==> config.mk <==
export PLATFORM = sky130hd
export DESIGN_NAME = eth_decap
export DESIGN_NICKNAME = d
export VERILOG_FILES = /design/src/rtl/eth_pkg.sv /design/src/rtl/eth_realign.sv /design/src/rtl/eth_decap.sv
export SDC_FILE = /design/constraint.sdc
export NUM_CORES = 1
export LEC_CHECK = 0
export ABC_AREA = 1
export ABC_CLOCK_PERIOD_IN_PS = 1900
export BUFFER_PORTS_ARGS = -buffer_cell sky130_fd_sc_hd__buf_2
export CORE_MARGIN = 3
export CORE_UTILIZATION = 50
export CTS_CLUSTER_DIAMETER = 40
export CTS_CLUSTER_SIZE = 30
export DETAILED_ROUTE_END_ITERATION = 10
export GPL_ROUTABILITY_DRIVEN = 1
export PLACE_DENSITY = 0.75
export SYNTH_ARGS = -nofsm -noshare
export SYNTH_HDL_FRONTEND = slang
export SYNTH_HIERARCHICAL = 1
export SYNTH_SLANG_ARGS = --single-unit
==> constraint.sdc <==
create_clock -name clk156 -period 1.9 [get_ports clk156]
set_input_delay 0.095 -clock clk156 [delete_from_list [all_inputs] [get_ports clk156]]
set_output_delay 0.095 -clock clk156 [all_outputs]
set_load 0.005 [all_outputs]
==> src/rtl/eth_pkg.sv <==
// ---------------------------------------------------------------------------
// eth_pkg -- shared definitions for the Ethernet/IPv4/UDP decapsulator.
//   * protocol constants (ethertype, IP version/IHL byte, UDP protocol number)
//   * header geometry on a 64-bit, 8-lane stream (byte n -> lane n%8, beat n/8)
//   * parser state enum
//   * helpers: tkeep ones-count, network-order byte swaps
// ---------------------------------------------------------------------------
package eth_pkg;

    localparam logic [15:0] ETHERTYPE_IPV4 = 16'h0800;
    localparam logic [7:0]  IPV4_VER_IHL   = 8'h45;
    localparam logic [7:0]  IP_PROTO_UDP   = 8'd17;
    localparam logic [47:0] BCAST_MAC      = 48'hFF_FF_FF_FF_FF_FF;

    // 14 B Ethernet + 20 B IPv4 + 8 B UDP
    localparam int          HDR_BYTES      = 42;
    localparam logic [2:0]  HDR_LAST_BEAT  = 3'(HDR_BYTES / 8);
    localparam logic [3:0]  PAYLOAD_LANE   = 4'(HDR_BYTES % 8);

    // Beat that carries each checked / captured field
    localparam logic [2:0]  BEAT_DST_MAC   = 3'd0;
    localparam logic [2:0]  BEAT_ETYPE     = 3'd1;
    localparam logic [2:0]  BEAT_PROTO     = 3'd2;
    localparam logic [2:0]  BEAT_SADDR     = 3'd3;
    localparam logic [2:0]  BEAT_UDP       = 3'd4;

    typedef enum logic [1:0] {
        ST_HDR     = 2'd0,
        ST_PAYLOAD = 2'd1,
        ST_FLUSH   = 2'd2,
        ST_DROP    = 2'd3
    } state_t;

    // Number of valid lanes in a tkeep word
    function automatic logic [3:0] keep_count(input logic [7:0] keep);
        logic [3:0] n;
        n = 4'd0;
        for (int i = 0; i < 8; i++) begin
            n = n + {3'b000, keep[i]};
        end
        return n;
    endfunction

    // Lane-ordered bytes (lower lane = earlier byte) to network-order value
    function automatic logic [15:0] be16(input logic [15:0] v);
        return {v[7:0], v[15:8]};
    endfunction

    function automatic logic [31:0] be32(input logic [31:0] v);
        return {v[7:0], v[15:8], v[23:16], v[31:24]};
    endfunction

endpackage

==> src/rtl/eth_realign.sv <==
// ---------------------------------------------------------------------------
// eth_realign -- 2-byte lane shifter for the UDP payload.
// The payload starts at lane 2 of the header's last beat; every output beat
// is {current lanes 0-1, held lanes 2-7}. A tail with more than two bytes
// needs one extra output beat, produced on flush_en from the hold register.
// Ports:
//   clk, rst_n            clock, async active-low reset
//   hold_en               load hold register only (header's last beat)
//   push_en               emit shifted beat and reload hold register
//   flush_en              emit the held tail as the final beat
//   in_data/keep/last/user  input beat
//   m_tready              downstream ready
//   out_free              output register may take a new beat this cycle
//   m_tvalid/tdata/tkeep/tlast/tuser  registered output stream
// ---------------------------------------------------------------------------
module eth_realign
    import eth_pkg::*;
(
    input  logic        clk,
    input  logic        rst_n,
    input  logic        hold_en,
    input  logic        push_en,
    input  logic        flush_en,
    input  logic [63:0] in_data,
    input  logic [7:0]  in_keep,
    input  logic        in_last,
    input  logic        in_user,
    input  logic        m_tready,
    output logic        out_free,
    output logic        m_tvalid,
    output logic [63:0] m_tdata,
    output logic [7:0]  m_tkeep,
    output logic        m_tlast,
    output logic        m_tuser
);

    logic [47:0] held_data_r;
    logic [5:0]  held_keep_r;
    logic        held_user_r;
    logic        m_tvalid_r;
    logic [63:0] m_tdata_r;
    logic [7:0]  m_tkeep_r;
    logic        m_tlast_r;
    logic        m_tuser_r;
    logic        tail_merges_s;

    // A last beat of at most two bytes fits in the same output beat
    assign tail_merges_s = (keep_count(in_keep) <= PAYLOAD_LANE);
    assign out_free      = !m_tvalid_r || m_tready;

    // Hold register: upper six lanes of the most recent accepted beat
    always_ff @(posedge clk or negedge rst_n) begin
        if (!rst_n) begin
            held_data_r <= 48'h0;
            held_keep_r <= 6'h0;
            held_user_r <= 1'b0;
        end else if (hold_en || push_en) begin
            held_data_r <= in_data[63:16];
            held_keep_r <= in_keep[7:2];
            held_user_r <= in_user;
        end
    end

    // Output register: holds its beat steady until the consumer takes it
    always_ff @(posedge clk or negedge rst_n) begin
        if (!rst_n) begin
            m_tvalid_r <= 1'b0;
            m_tdata_r  <= 64'h0;
            m_tkeep_r  <= 8'h0;
            m_tlast_r  <= 1'b0;
            m_tuser_r  <= 1'b0;
        end else if (push_en) begin
            m_tvalid_r <= 1'b1;
            m_tdata_r  <= {in_data[15:0], held_data_r};
            m_tkeep_r  <= {in_keep[1:0], held_keep_r};
            m_tlast_r  <= in_last && tail_merges_s;
            m_tuser_r  <= in_last && tail_merges_s && in_user;
        end else if (flush_en) begin
            m_tvalid_r <= 1'b1;
            m_tdata_r  <= {16'h0, held_data_r};
            m_tkeep_r  <= {2'b00, held_keep_r};
            m_tlast_r  <= 1'b1;
            m_tuser_r  <= held_user_r;
        end else if (m_tready) begin
            m_tvalid_r <= 1'b0;
        end
    end

    assign m_tvalid = m_tvalid_r;
    assign m_tdata  = m_tdata_r;
    assign m_tkeep  = m_tkeep_r;
    assign m_tlast  = m_tlast_r;
    assign m_tuser  = m_tuser_r;

endmodule

==> src/rtl/eth_decap.sv <==
// ---------------------------------------------------------------------------
// eth_decap -- strips Ethernet/IPv4/UDP headers from a 64-bit AXI-Stream
// frame and emits the UDP payload realigned to lane 0.
// Frames are kept only if dst MAC is MAC_ADDR or broadcast, ethertype is
// IPv4 with a 20-byte header, protocol is UDP and dport is UDP_DPORT.
// A frame ending inside the header with no payload byte is dropped. A frame
// whose header's last beat also ends the frame but carries payload lanes is
// accepted and its payload emitted as a single tail beat.
// Ports:
//   clk156, eth_rst_n       clock, async active-low reset
//   s_axis_*                received frames (tuser on last beat = good FCS)
//   m_axis_*                UDP payload stream
//   hdr_valid               one-cycle pulse per accepted header
//   eth_src, ip_saddr, ip_daddr, udp_sport, udp_len
//                           header fields, held until the next hdr_valid
//   rx_accept_cnt, rx_drop_cnt  frame tallies, only with ETH_DECAP_STATS_EN
// Build option: define ETH_DECAP_STATS_EN to add the frame counters.
// ---------------------------------------------------------------------------
module eth_decap
    import eth_pkg::*;
#(
    parameter logic [15:0] UDP_DPORT = 16'h3776,
    parameter logic [47:0] MAC_ADDR  = 48'h00_11_22_33_44_55
) (
    input  logic        clk156,
    input  logic        eth_rst_n,
    input  logic        s_axis_tvalid,
    output logic        s_axis_tready,
    input  logic [63:0] s_axis_tdata,
    input  logic [7:0]  s_axis_tkeep,
    input  logic        s_axis_tlast,
    input  logic        s_axis_tuser,
    output logic        m_axis_tvalid,
    input  logic        m_axis_tready,
    output logic [63:0] m_axis_tdata,
    output logic [7:0]  m_axis_tkeep,
    output logic        m_axis_tlast,
    output logic        m_axis_tuser,
    output logic        hdr_valid,
    output logic [47:0] eth_src,
    output logic [31:0] ip_saddr,
    output logic [31:0] ip_daddr,
    output logic [15:0] udp_sport,
`ifdef ETH_DECAP_STATS_EN
    output logic [31:0] rx_accept_cnt,
    output logic [31:0] rx_drop_cnt,
`endif
    output logic [15:0] udp_len
);

    state_t      state_r, state_s;
    logic [2:0]  cnt_r, cnt_s;
    logic        ready_en_r;
    logic        s_ready_s;
    logic        hs_s;
    logic        out_free_s;
    logic        beat_fail_s;
    logic        tail_has_payload_s;
    logic        hold_s, push_s, flush_s, hdr_pulse_s;

    logic [47:0] src_w_r;
    logic [31:0] saddr_w_r, daddr_w_r;
    logic [15:0] sport_w_r, ulen_w_r;
    logic        hdr_valid_r;
    logic [47:0] eth_src_r;
    logic [31:0] ip_saddr_r, ip_daddr_r;
    logic [15:0] udp_sport_r, udp_len_r;

    assign hs_s               = s_axis_tvalid && s_ready_s;
    assign tail_has_payload_s = (keep_count(s_axis_tkeep) > PAYLOAD_LANE);

    // Field check for whichever header beat is on the bus
    always_comb begin
        beat_fail_s = 1'b0;
        case (cnt_r)
            BEAT_DST_MAC: beat_fail_s = !(({be32(s_axis_tdata[31:0]), be16(s_axis_tdata[47:32])} == MAC_ADDR) ||
                                          ({be32(s_axis_tdata[31:0]), be16(s_axis_tdata[47:32])} == BCAST_MAC));
            BEAT_ETYPE:   beat_fail_s = (be16(s_axis_tdata[47:32]) != ETHERTYPE_IPV4) ||
                                        (s_axis_tdata[55:48] != IPV4_VER_IHL);
            BEAT_PROTO:   beat_fail_s = (s_axis_tdata[63:56] != IP_PROTO_UDP);
            BEAT_UDP:     beat_fail_s = (be16(s_axis_tdata[47:32]) != UDP_DPORT);
            default:      beat_fail_s = 1'b0;
        endcase
    end

    // Input ready: held low through reset and the first cycle after it
    always_comb begin
        s_ready_s = 1'b0;
        if (ready_en_r) begin
            case (state_r)
                ST_HDR, ST_DROP: s_ready_s = 1'b1;
                ST_PAYLOAD:      s_ready_s = out_free_s;
                ST_FLUSH:        s_ready_s = 1'b0;
                default:         s_ready_s = 1'b0;
            endcase
        end else begin
            s_ready_s = 1'b0;
        end
    end

    assign s_axis_tready = s_ready_s;

    // Parser next state and realigner commands
    always_comb begin
        state_s     = state_r;
        cnt_s       = cnt_r;
        hold_s      = 1'b0;
        push_s      = 1'b0;
        flush_s     = 1'b0;
        hdr_pulse_s = 1'b0;
        case (state_r)
            ST_HDR: begin
                if (hs_s) begin
                    if (s_axis_tlast) begin
                        cnt_s = 3'd0;
                        // Last header beat that ends the frame but still has payload lanes
                        if ((cnt_r == HDR_LAST_BEAT) && tail_has_payload_s) begin
                            hold_s      = 1'b1;
                            hdr_pulse_s = 1'b1;
                            state_s     = ST_FLUSH;
                        end else begin
                            state_s = ST_HDR;
                        end
                    end else if (beat_fail_s) begin
                        cnt_s   = 3'd0;
                        state_s = ST_DROP;
                    end else if (cnt_r == HDR_LAST_BEAT) begin
                        cnt_s       = 3'd0;
                        hold_s      = 1'b1;
                        hdr_pulse_s = 1'b1;
                        state_s     = ST_PAYLOAD;
                    end else begin
                        cnt_s = cnt_r + 3'd1;
                    end
                end else begin
                    cnt_s = cnt_r;
                end
            end
            ST_PAYLOAD: begin
                if (hs_s) begin
                    push_s = 1'b1;
                    if (s_axis_tlast) begin
                        state_s = tail_has_payload_s ? ST_FLUSH : ST_HDR;
                    end else begin
                        state_s = ST_PAYLOAD;
                    end
                end else begin
                    state_s = ST_PAYLOAD;
                end
            end
            ST_FLUSH: begin
                if (out_free_s) begin
                    flush_s = 1'b1;
                    state_s = ST_HDR;
                end else begin
                    state_s = ST_FLUSH;
                end
            end
            ST_DROP: begin
                if (hs_s && s_axis_tlast) begin
                    state_s = ST_HDR;
                end else begin
                    state_s = ST_DROP;
                end
            end
            default: begin
                state_s = ST_HDR;
                cnt_s   = 3'd0;
            end
        endcase
    end

    // Parser state register
    always_ff @(posedge clk156 or negedge eth_rst_n) begin
        if (!eth_rst_n) begin
            state_r    <= ST_HDR;
            cnt_r      <= 3'd0;
            ready_en_r <= 1'b0;
        end else begin
            state_r    <= state_s;
            cnt_r      <= cnt_s;
            ready_en_r <= 1'b1;
        end
    end

    // Collect header fields from the beats that carry them
    always_ff @(posedge clk156 or negedge eth_rst_n) begin
        if (!eth_rst_n) begin
            src_w_r   <= 48'h0;
            saddr_w_r <= 32'h0;
            daddr_w_r <= 32'h0;
            sport_w_r <= 16'h0;
            ulen_w_r  <= 16'h0;
        end else if (hs_s && (state_r == ST_HDR)) begin
            case (cnt_r)
                BEAT_DST_MAC: src_w_r[47:32] <= be16(s_axis_tdata[63:48]);
                BEAT_ETYPE:   src_w_r[31:0]  <= be32(s_axis_tdata[31:0]);
                BEAT_SADDR: begin
                    saddr_w_r        <= be32(s_axis_tdata[47:16]);
                    daddr_w_r[31:16] <= be16(s_axis_tdata[63:48]);
                end
                BEAT_UDP: begin
                    daddr_w_r[15:0] <= be16(s_axis_tdata[15:0]);
                    sport_w_r       <= be16(s_axis_tdata[31:16]);
                    ulen_w_r        <= be16(s_axis_tdata[63:48]);
                end
                default: begin
                end
            endcase
        end
    end

    // Publish header fields together with the hdr_valid pulse
    always_ff @(posedge clk156 or negedge eth_rst_n) begin
        if (!eth_rst_n) begin
            hdr_valid_r <= 1'b0;
            eth_src_r   <= 48'h0;
            ip_saddr_r  <= 32'h0;
            ip_daddr_r  <= 32'h0;
            udp_sport_r <= 16'h0;
            udp_len_r   <= 16'h0;
        end else begin
            hdr_valid_r <= hdr_pulse_s;
            if (hdr_pulse_s) begin
                eth_src_r   <= src_w_r;
                ip_saddr_r  <= saddr_w_r;
                ip_daddr_r  <= daddr_w_r;
                udp_sport_r <= sport_w_r;
                udp_len_r   <= ulen_w_r;
            end
        end
    end

    assign hdr_valid = hdr_valid_r;
    assign eth_src   = eth_src_r;
    assign ip_saddr  = ip_saddr_r;
    assign ip_daddr  = ip_daddr_r;
    assign udp_sport = udp_sport_r;
    assign udp_len   = udp_len_r;

    eth_realign u_realign (
        .clk      (clk156),
        .rst_n    (eth_rst_n),
        .hold_en  (hold_s),
        .push_en  (push_s),
        .flush_en (flush_s),
        .in_data  (s_axis_tdata),
        .in_keep  (s_axis_tkeep),
        .in_last  (s_axis_tlast),
        .in_user  (s_axis_tuser),
        .m_tready (m_axis_tready),
        .out_free (out_free_s),
        .m_tvalid (m_axis_tvalid),
        .m_tdata  (m_axis_tdata),
        .m_tkeep  (m_axis_tkeep),
        .m_tlast  (m_axis_tlast),
        .m_tuser  (m_axis_tuser)
    );

`ifdef ETH_DECAP_STATS_EN
    logic [31:0] accept_cnt_r, drop_cnt_r;
    logic        frame_end_s, frame_ok_s;

    // A frame is kept if it closes in PAYLOAD or closes its header straight into FLUSH
    assign frame_end_s = hs_s && s_axis_tlast;
    assign frame_ok_s  = frame_end_s && ((state_r == ST_PAYLOAD) || (state_s == ST_FLUSH));

    // Per-frame tallies at each frame's closing handshake, free-running wrap
    always_ff @(posedge clk156 or negedge eth_rst_n) begin
        if (!eth_rst_n) begin
            accept_cnt_r <= 32'h0;
            drop_cnt_r   <= 32'h0;
        end else if (frame_ok_s) begin
            accept_cnt_r <= accept_cnt_r + 32'd1;
        end else if (frame_end_s) begin
            drop_cnt_r <= drop_cnt_r + 32'd1;
        end
    end

    assign rx_accept_cnt = accept_cnt_r;
    assign rx_drop_cnt   = drop_cnt_r;
`endif

endmodule

==> reports/results.txt <==
Reg-to-Reg Start -> state_r[0]
Hold Vio Cnt, Final -> 1
IR drop worst, VDD -> 0.846 mV
dpl cells -> 2,547
Final Non-Filler Cells -> 2,760
maximum capacitance violations -> 0
crit-path max FO -> 9
CP Capture Type -> register
status -> complete, but fails checks
Starting DRT DRC Count -> 1,311
Worst Tran Pin Value -> 591 ps
First-pass DRT Iterations -> 8
vias after detailed routing -> 14,743
Worst Path Arrival -> 3830 ps
Rows -> 66
Worst path slowest cell -> fa_1
Worst Hold Class -> in2reg
WS Path Type -> in2reg
Primary FF master, synth -> dfrtp_1
Setup Skew -> 22.0 ps
Slew Limit Headroom -> 60.6%
Hold Path End -> u_realign/m_tvalid
Post-synth EDFFs -> 0
CTS max path bufs -> 3
largest net degree at the start of global routing -> 65
# diodes -> 0
Die H -> 190 um
vias in the first global route -> 14,814
Placement Cell Area -> 19,400 um^2
hold path start -> m_axis_tready
R2R depth -> 11
cell taking the most area after synthesis -> dfrtp_1
CP Buf/Inv Count -> 9
dpl hpwl -> 31.0 mm
FF+latch count, synth -> 425
Root Driver -> clkbuf_16
Placer Congestion -> 0.876
clock-pin slew on the worst setup and hold paths -> 60 ps
hold path depth -> 5
Async SR Flop Fraction -> 100%
Vias/cell -> 5.34
worst path cell trace -> buf_8, fa_1, inv_2, fa_1, fa_1, inv_1, ha_2, inv_2, fa_2, inv_2, buf_4, o21ai_2, a21oi_2, o21ai_2, nor2_4, nor2_4, buf_6, buf_16, buf_12, nor2_1, a21oi_4
H-tree depth -> 2
Syn. warnings -> 6
P per Cell Area -> 1150 nW/um^2
P_leak -> 0.0130 uW
TritonCTS clock tree -> done
top-level port count -> 299
total CTS buffers -> 50
failing checks -> negative hold slack, negative setup slack
Final Slew Violations -> 0
Die Span X -> 190 um
Commonest cells post-synth -> nand2_1 (808), dfrtp_1 (425), inv_1 (119), o21ai_0 (106), nor2_1 (85)
grt total ovfl -> 0
Largest stage delay, worst path -> 570 ps
R2R setup slack -> -160 ps
sequential area share after synthesis -> 63.1%
proportion of layout cells with a drive suffix above 1 -> 29.4%
Mean Syn Cell Area -> 9.27 um^2
Final WS setup -> -1490 ps
cells after synthesis -> 1,817
Top Family by Delay on Critical Path -> adder cells
Layout area overhead -> 41.3%
Final Cycle Share -> 178%
fin area -> 23,800 um^2
first-pass GRT wire length -> 80.3 mm
final antenna-violating net count -> 0
Die Area -> 35,900 um^2
Detailed Route WL -> 53.4 mm
CP Data Required Time -> 2340 ps
Clock Latency Late Sink -> 560 ps
WL per Instance -> 19.4 um
top-count cell post-synth -> nand2_1
unrepaired setup endpoints after global routing -> yes
fmax -> 295 MHz
Startpoint Class -> input port
Critical R2R Capture -> u_realign/held_data_r[5]
drt drc -> 0
Port-buffer cells -> 298
antenna violations before repair -> 0
syn_nets -> 1,910
count of cell types in the netlist -> 30
filler instances -> 2,212
core footprint -> 32,900 um^2
min Tclk post-route -> 3390 ps
initial core utilization -> 51.3%
cell area after synthesis -> 16,800 um^2
Layout Nets -> 2,371
Setup WS pre-CTS -> -1940 ps
CTS sink count -> 425
hold slack final -> -6.65 ps
top-area cell type share of the netlist area -> 63.1%
final setup vio count -> 203
Tot GR Track Use -> 28.2%
top cells by area, synth -> dfrtp_1 (63%), nand2_1 (18%), o21ai_0 (3.1%)
final core utilization -> 72.4%
-- repair_timing --
| action | 4_1_cts | 5_1_grt |
|---|---|---|
| cloned | 21 | 9 |
| hold endpoints to repair | 508 | 0 |
| setup endpoints to repair | 203 | 340 |
| setup buffers | 12 | 3 |
| gates resized for setup | 123 | 145 |
| hold buffers | 76 | 0 |
| pin swaps | 7 | 25 |
-- cell families after synthesis --
group                      Yosys count  synth area share [%]
buffers and inverters              205                  5.36
muxes                               31                  2.07
and+or+nand+nor                    928                  21.2
adders and majority gates           15                  1.47
other                                1                0.0223
DFF                                425                  63.1
AOI/OAI and AO/OA                  212                  6.74
-- flip-flops by register name (all words and copies together), names as in the netlist, 3 cells and up --
register and flops:
src_w_r 48, ip_saddr 32, u_realign/m_tkeep 8, u_realign/m_tdata 64, saddr_w_r 32, udp_len 16, ulen_w_r 16, u_realign/held_keep_r 6
cnt_r 3, sport_w_r 16, eth_src 48, udp_sport 16, ip_daddr 32, u_realign/held_data_r 48, daddr_w_r 32
-- cell usage in the layout, fill, tap and decap left out, types with 24 or more instances in the layout --
cell,synthesis,layout
mux2_1,30,24
nand2_2,4,80
inv_1,119,113
buf_4,13,34
clkbuf_16,0,61
dlygate4sd3_1,0,76
o21ai_0,106,99
buf_12,0,34
nor2_1,85,78
nand2_4,1,39
nand2_1,808,693
buf_2,38,295
o21ai_1,59,62
dfrtp_1,425,425
-- layer usage --
metal	track usage, %	wire (um)	vias to the layer above
met1	37.8	21100	7210
met2	47.7	26400	778
met4	8.76	1700	0
met3	4.70	4180	149
li1	-	-	6606
met5	0	0	-
-- final cells by class --
type	count	area [um^2]	area share, %
Inverter	122	465	1.95
Clock inverter	36	499	2.10
Sequential cell	425	10600	44.7
Multi-Input combinational cell	1187	5970	25.1
Clock buffer	56	1370	5.74
Timing Repair Buffer	492	4320	18.2
Tap cell	442	553	2.32
-- tightest hold or removal path, stage by stage --
cell     delay (ps)
buf_2            80
inv_1            40
nand2_2         100
buf_4           150
nand2_1          60
-- per-stage QoR --
stage | setup TNS [ps] | hold slack (ps) | total power (uW)
after floorplan | -285680 | -201 | 13800
after global placement | -366410 | 106 | 15800
after detailed placement | -372670 | 106 | 16000
after CTS | -253060 | 3.24 | 26900
after global routing | -295090 | 1.07 | 28400
final | -265670 | -6.65 | 27300
-- worst max path at each step --
stage / start / end / slack (ps) / cells after the start
2_1_floorplan: s_axis_tkeep[0] / u_realign/held_data_r[18] / -1670 / 18
3_3_place_gp: s_axis_tkeep[0] / u_realign/held_data_r[35] / -1920 / 18
3_5_place_dp: s_axis_tkeep[0] / u_realign/held_data_r[43] / -1940 / 18
4_1_cts: s_axis_tkeep[0] / u_realign/held_data_r[43] / -1320 / 17
5_1_grt: s_axis_tkeep[0] / u_realign/held_data_r[5] / -1590 / 21
6_report: s_axis_tkeep[0] / u_realign/held_data_r[5] / -1490 / 21
-- power breakdown --
part	switching, uW	internal [uW]	leakage (uW)
Sequential	861	10600	0.00568
Clock	4050	6510	0.000905
Combinational	3000	2300	0.00639
Note: power is estimated with default switching activity, not from simulation.
